`config.mk`:
```
export PLATFORM = sky130hd
export DESIGN_NAME = sw_mem_write
export DESIGN_NICKNAME = d
export VERILOG_FILES = /design/src/rtl/sw_mem_write.sv
export SDC_FILE = /design/constraint.sdc
export NUM_CORES = 1
export LEC_CHECK = 0
export CORE_AREA = 3 3 110 112
export CTS_CLUSTER_DIAMETER = 150
export DETAILED_ROUTE_END_ITERATION = 10
export DIE_AREA = 0 0 113 115
export GPL_TIMING_DRIVEN = 0
export PLACE_DENSITY = 0.79
export SYNTH_ARGS = -nofsm -noshare
export SYNTH_HDL_FRONTEND = slang
export SYNTH_SLANG_ARGS = --single-unit
```
`constraint.sdc`:
```
create_clock -name clk_50 -period 2.5 [get_ports clk_50]
set_clock_uncertainty 0.1 [all_clocks]
set_input_delay 0.25 -clock clk_50 [delete_from_list [all_inputs] [get_ports clk_50]]
set_output_delay 0.25 -clock clk_50 [all_outputs]
set_load 0.05 [all_outputs]
```
`src/rtl/sw_mem_write.sv`:
```
// Switch-driven data-memory writer: two debounced key presses assemble a 32-bit word
// (low half first) and emit a one-cycle write at an auto-incrementing address.
module sw_mem_write #(
    parameter int ADDR_WIDTH      = 32,
    parameter int DATA_WIDTH      = 32,   // must equal 2*SW_WIDTH
    parameter int SW_WIDTH        = 16,
    parameter int DEBOUNCE_CYCLES = 1000000,
    parameter int BASE_ADDR       = 0,
    parameter int ADDR_STEP       = 4,
    parameter int MAX_WORDS       = 256,
    localparam int CNT_W          = $clog2(MAX_WORDS + 1)
) (
    input  logic                  clk_50,
    input  logic                  rst_n,
    input  logic                  write_in,
    input  logic                  clear_in,
    input  logic [SW_WIDTH-1:0]   sw_in,
    output logic [ADDR_WIDTH-1:0] addr_out,
    output logic [DATA_WIDTH-1:0] data_out,
    output logic                  data_mem_wr_en_out,
    output logic                  half_sel_out,
    output logic                  full_out,
    output logic [CNT_W-1:0]      word_count_out
);

    localparam int DB_W = (DEBOUNCE_CYCLES > 1) ? $clog2(DEBOUNCE_CYCLES) : 1;

    typedef enum logic [1:0] {
        ST_LO,
        ST_HI,
        ST_WR,
        ST_FULL
    } state_t;

    // Bit 0 = write key, bit 1 = clear key; both active low.
    logic [1:0] key_raw;
    logic [1:0] key_ev;

    assign key_raw = {clear_in, write_in};

    generate
        for (genvar gi = 0; gi < 2; gi++) begin : g_key
            logic            sync1_reg;
            logic            sync2_reg;
            logic            level_reg;
            logic            ev_reg;
            logic [DB_W-1:0] cnt_reg;
            logic            settled;

            // cnt_reg counts earlier consecutive differing samples; this one makes DEBOUNCE_CYCLES.
            assign settled = (cnt_reg == DB_W'(DEBOUNCE_CYCLES - 1));

            always_ff @(posedge clk_50 or negedge rst_n) begin
                if (!rst_n) begin
                    sync1_reg <= 1'b1;
                    sync2_reg <= 1'b1;
                    level_reg <= 1'b1;
                    ev_reg    <= 1'b0;
                    cnt_reg   <= '0;
                end else begin
                    sync1_reg <= key_raw[gi];
                    sync2_reg <= sync1_reg;
                    ev_reg    <= 1'b0;
                    if (sync2_reg == level_reg) begin
                        cnt_reg <= '0;
                    end else if (settled) begin
                        level_reg <= sync2_reg;
                        cnt_reg   <= '0;
                        ev_reg    <= level_reg;   // only a 1->0 change is a press
                    end else begin
                        cnt_reg <= cnt_reg + 1'b1;
                    end
                end
            end

            assign key_ev[gi] = ev_reg;
        end
    endgenerate

    logic                  wr_ev;
    logic                  clr_ev;
    state_t                state_reg, state_next;
    logic [SW_WIDTH-1:0]   low_reg, low_next;
    logic [DATA_WIDTH-1:0] data_reg, data_next;
    logic [ADDR_WIDTH-1:0] addr_reg, addr_next;
    logic [CNT_W-1:0]      count_reg, count_next;

    assign wr_ev  = key_ev[0];
    assign clr_ev = key_ev[1];

    always_ff @(posedge clk_50 or negedge rst_n) begin
        if (!rst_n) begin
            state_reg <= ST_LO;
            low_reg   <= '0;
            data_reg  <= '0;
            addr_reg  <= ADDR_WIDTH'(BASE_ADDR);
            count_reg <= '0;
        end else begin
            state_reg <= state_next;
            low_reg   <= low_next;
            data_reg  <= data_next;
            addr_reg  <= addr_next;
            count_reg <= count_next;
        end
    end

    always_comb begin
        state_next = state_reg;
        low_next   = low_reg;
        data_next  = data_reg;
        addr_next  = addr_reg;
        count_next = count_reg;
        // A clear landing on WR still lets that cycle's write through, but skips the increment.
        if (clr_ev) begin
            state_next = ST_LO;
            addr_next  = ADDR_WIDTH'(BASE_ADDR);
            count_next = '0;
        end else begin
            case (state_reg)
                ST_LO: begin
                    if (wr_ev) begin
                        low_next   = sw_in;
                        state_next = ST_HI;
                    end
                end
                ST_HI: begin
                    if (wr_ev) begin
                        data_next  = {sw_in, low_reg};
                        state_next = ST_WR;
                    end
                end
                ST_WR: begin
                    addr_next  = addr_reg + ADDR_WIDTH'(ADDR_STEP);
                    count_next = count_reg + 1'b1;
                    state_next = (count_reg == CNT_W'(MAX_WORDS - 1)) ? ST_FULL : ST_LO;
                end
                default: begin
                    state_next = ST_FULL;
                end
            endcase
        end
    end

    assign addr_out           = addr_reg;
    assign data_out           = data_reg;
    assign data_mem_wr_en_out = (state_reg == ST_WR);
    assign half_sel_out       = (state_reg == ST_HI);
    assign full_out           = (state_reg == ST_FULL);
    assign word_count_out     = count_reg;

endmodule

```
Word-level counts from Yosys, hierarchy flattened
Cells that the tools add are included.
- output and inout port bits: 76
- word-level logic and storage cells: 56
- bits of input ports: 20
- register bits: 139
- equal/unequal tests: 10
- bitwise logic cells: 3
- $add $sub $neg: 4
- reduce and logical (&&, ||, !) cells: 7
- muxes and demuxes: 17
- operators by type and width (cell ; number):
    20-bit 2-to-1 mux ; 4
    32-bit 2-to-1 mux ; 2
    20-bit by 1-bit adder with 20-bit output (second input constant) ; 2
    20-bit == test (second input constant) ; 2
    32-bit by 3-bit adder with 32-bit output (second input constant) ; 1
    9-bit 2-to-1 mux ; 2
    9-bit by 1-bit adder with 9-bit output (second input constant) ; 1
    9-bit by 8-bit == test with 1-bit output (second input constant) ; 1
    2-bit 2-to-1 mux ; 4
    2-bit one-hot mux with 3 select lines ; 1
    2-bit AND reduction ; 3
    3-bit AND reduction ; 2
    2-bit == test (second input constant) ; 2
    1-bit 2-to-1 mux ; 4
    3-bit by 1-bit != test with 1-bit output (second input constant) ; 1
    3-bit != test (second input constant) ; 1
    1-bit inverter ; 3
    1-bit == test ; 2
    2-bit by 1-bit == test with 1-bit output (second input constant) ; 1
    2-bit logical NOT ; 1
    2-bit nonzero test ; 1

Longest topological paths before layout
- word-level depth: 4
- mapped depth: 7
- gate-level depth less buffers: 6

Worst setup path after synthesis
OpenSTA, ideal clock, no wires.
- path kind: register to register
- start: register addr_reg[2] (netlist: addr_out[2])
- end: register addr_reg[28] (netlist: addr_out[28])
- library setup time: 0.078 ns
- slack: 0.185 ns
- arrival: 2.137 ns
- cell stages (with the launch flop): 6
- period minus slack after synthesis: 2.315 ns
- data required time: 2.322 ns
- buffers on the path: 0
- cell sequence: dfrtp_1 -> ha_1 -> o2111ai_2 -> or3_4 -> or4_1 -> a21oi_1
- longest elaborated chain between the ends: 3
- ends and longest elaborated chain (item ; line ; text):
    start, declared ; 85 ; logic [ADDR_WIDTH-1:0] addr_reg, addr_next;
    start signal, assigned ; 96 ; addr_reg <= ADDR_WIDTH'(BASE_ADDR);
    start signal, assigned ; 102 ; addr_reg <= addr_next;
    32-bit by 3-bit adder with 32-bit output ; 133 ; addr_next = addr_reg + ADDR_WIDTH'(ADDR_STEP);
    32-bit 2-to-1 mux ; 119 ; case (state_reg)
    32-bit 2-to-1 mux ; 114 ; if (clr_ev) begin
Every way passes these cells. The select of a mux whose other input is x is not followed.
A chain may end at the register's enable or synchronous reset.

Worst setup path after layout
- start: register state_reg[0]
- end: register addr_reg[28] (netlist: addr_out[28])
- longest elaborated chain between the ends: 2
- ends and longest elaborated chain (item ; line ; text):
    start, declared ; 82 ; state_t state_reg, state_next;
    start signal, assigned ; 99 ; state_reg <= state_next;
    2-bit == test ; 119 ;
    2-bit nonzero test (no line) ; - ;
Every way passes these cells.

==> qor.yml <==
core_area_um2: 11300
fin_util_pct: 69.2
max-slew-margin-rel_pct: 51.1
drc: 0
vias_per_cell: 5.49
fp-row-count: 39
timing.setup.tns_ns: 0
area_growth_pct: 29.9
ys_seq_area_share_pct: 57.0
tritoncts: "done"
crit_fanout: 7
ys_async_sr_fraction_pct: 100
yosysUniqueCellTypes: 42
start_util_pct: 53.3
setup_viol: 0
cts_buffer_depth: 2
drt_pass1_iterations: 4
detail-route-antenna-nets: 0
hold_class: "in -> reg"
numCtsBuffers: 17
worstPathArrival_ns: 2.60
finalPower_mw: 5.06
p_leak_nw: 3.52
port_buffers: 93
period_minus_slack_ns: 2.37
power_density_nw_per_um2: 645
drt_iter0_drc: 244
dieArea_um2: 13000
holdWs_ns: 0.144
irDropWorstVdd_uv: 378
slowest_stage: "or4_1"
pre_cts_slack_ns: -0.0522
routed_wl_mm: 12.9
grt_pass1_vias: 4557
rsz0062_at_grt: "false"
max_freq_ghz: 0.422
synthCells: 530
grt-ovfl-total: 0
crit_type: "reg -> reg"
endpoint_kind: "register"
finalHoldViolCount: 0
avgRoutedWirePerCell_um: 16.2
synth_ff_type: "dfrtp_1"
cts.sinks: 137
path_clk_slew_ns: 0.06
layout_commonest_cell: "dfrtp_1"
fin_nets: 670
h-tree-depth: 4
cts-root-buf: "clkbuf_16"
tightest_slew_ns: 0.728
vias: 4395
drv_cap: 0
gp_congestion: 0.823
required_ns: 2.72
fillers: 830
worst_slack_ns: 0.129
cp_cell_sequence: "and2b_1, buf_4, o2111ai_2, or3_4, or4_1, a21oi_1"
hpwl_mm: 8.95
avgSynthCellArea_um2: 11.4
die_w_um: 113
start_kind: "register"
fp.dieH_um: 115
grt_max_degree: 79
final_cell_mix: "dfrtp_1 (131), clkdlybuf4s50_1 (91), nor2_1 (80)"
yosys_warnings: 0
grt_pass1_wl_mm: 22.1
drive_above_1_share_pct: 15.8
timing.final.crit_share_pct: 94.8
num_antenna_cells: 0
largest_register_ffs: 40
antenna_found_initial: 0
ys_seq_elements: 137
outcome: "finished, final reports clean"
synth_edf_count: 0
cpPeakStageDelay_ns: 0.53
clock_latency_ns: 0.42
slew_viol_final: 0
grt_use_total_pct: 21.2
synth_area_um2: 6030
ioPinCount: 96
Yosys cell counts (2+ instances only):
cell type	count	share of area [%]
a21oi_1	8	0.66
mux2_2	50	9.3
nor4_1	13	1.3
ha_1	5	1.0
or2_2	3	0.31
o21ai_0	6	0.50
xnor2_1	28	4.1
nand4_1	21	2.2
dfrtp_1	131	54
a211oi_1	2	0.25
mux2i_1	2	0.33
clkbuf_1	16	1.0
nor2_1	80	5.0
nor3_1	8	0.66
nor2b_1	2	0.21
and3b_1	2	0.29
or3_1	7	0.73
nand2_1	27	1.7
inv_1	8	0.50
and3_1	12	1.2
dfstp_2	6	2.6
nor4b_1	2	0.29
nand3_1	24	2.0
xor2_1	40	5.8
and2_1	3	0.31
buf_4	4	0.50
and4_1	5	0.73
worst max-delay path: cells and delay by family (launching register included):
family                 cells  cell delay, ns
AO/OA/AOI/OAI              2            0.37
buffers and inverters      1            0.16
AND/OR/NAND/NOR            3            1.20
flip-flops                 1            0.45
layout make-up:
class                   instances  area [um2]  area share (%)
clock buffers                  19         433            5.52
clock inverters                13         201            2.57
inverters                       8        30.0           0.383
repair buffers                 95         971            12.4
plain buffers                  22         103            1.31
well taps                     143         179            2.28
multi-input cells             364        2480            31.7
flip-flops and latches        137        3440            43.8
per-stage QoR:
stage,instances,area [um2]
finish,801,7840
global route,801,7840
CTS,801,7820
detailed placement,768,7170
global placement,767,7150
floorplan,531,6040
worst paths after layout:
check	endpoint	start	depth (start not counted)	slack, ns
worst max-delay path	addr_out[28]	state_reg[0]	6	0.13
worst min-delay path	g_key[0].sync1_reg	write_in	1	0.14
worst max register to register	addr_out[28]	state_reg[0]	6	0.13
worst min register to register	g_key[1].sync2_reg	g_key[1].sync1_reg	0	0.26
max in group asynchronous	g_key[0].level_reg	rst_n	3	1.25
min in group asynchronous	word_count_out[5]	rst_n	2	0.27
repair_timing:
item	in CTS	in global routing
setup endpoints to repair	11	42
resized for setup	4	6
endpoints found under the hold margin	54	0
hold buffers	1	0
buffers inserted	0	0
routing by layer:
layer | vias up | wire (um) | track usage, %
li1 | 2053 | - | -
met3 | 21 | 540 | 4.84
met2 | 110 | 6610 | 36.3
met5 | - | 0 | 0
met4 | 0 | 183 | 7.77
met1 | 2211 | 5610 | 26.5
where the power goes:
group	internal (mW)	switching (mW)
clock network	1.76	0.933
registers	2.23	0.0112
logic	0.0453	0.0743
cell families after synthesis:
logic type	Yosys count	synth area share, %
AOI/OAI and AO/OA	21	2.22
xor gates and xnor gates	68	9.87
adders and majority gates	5	1.04
buffers and inverters	30	2.14
DFF	137	57.0
muxes	52	9.67
other	1	0.0622
and+or+nand+nor	216	18.0
Power figures use the tool's default switching activity.
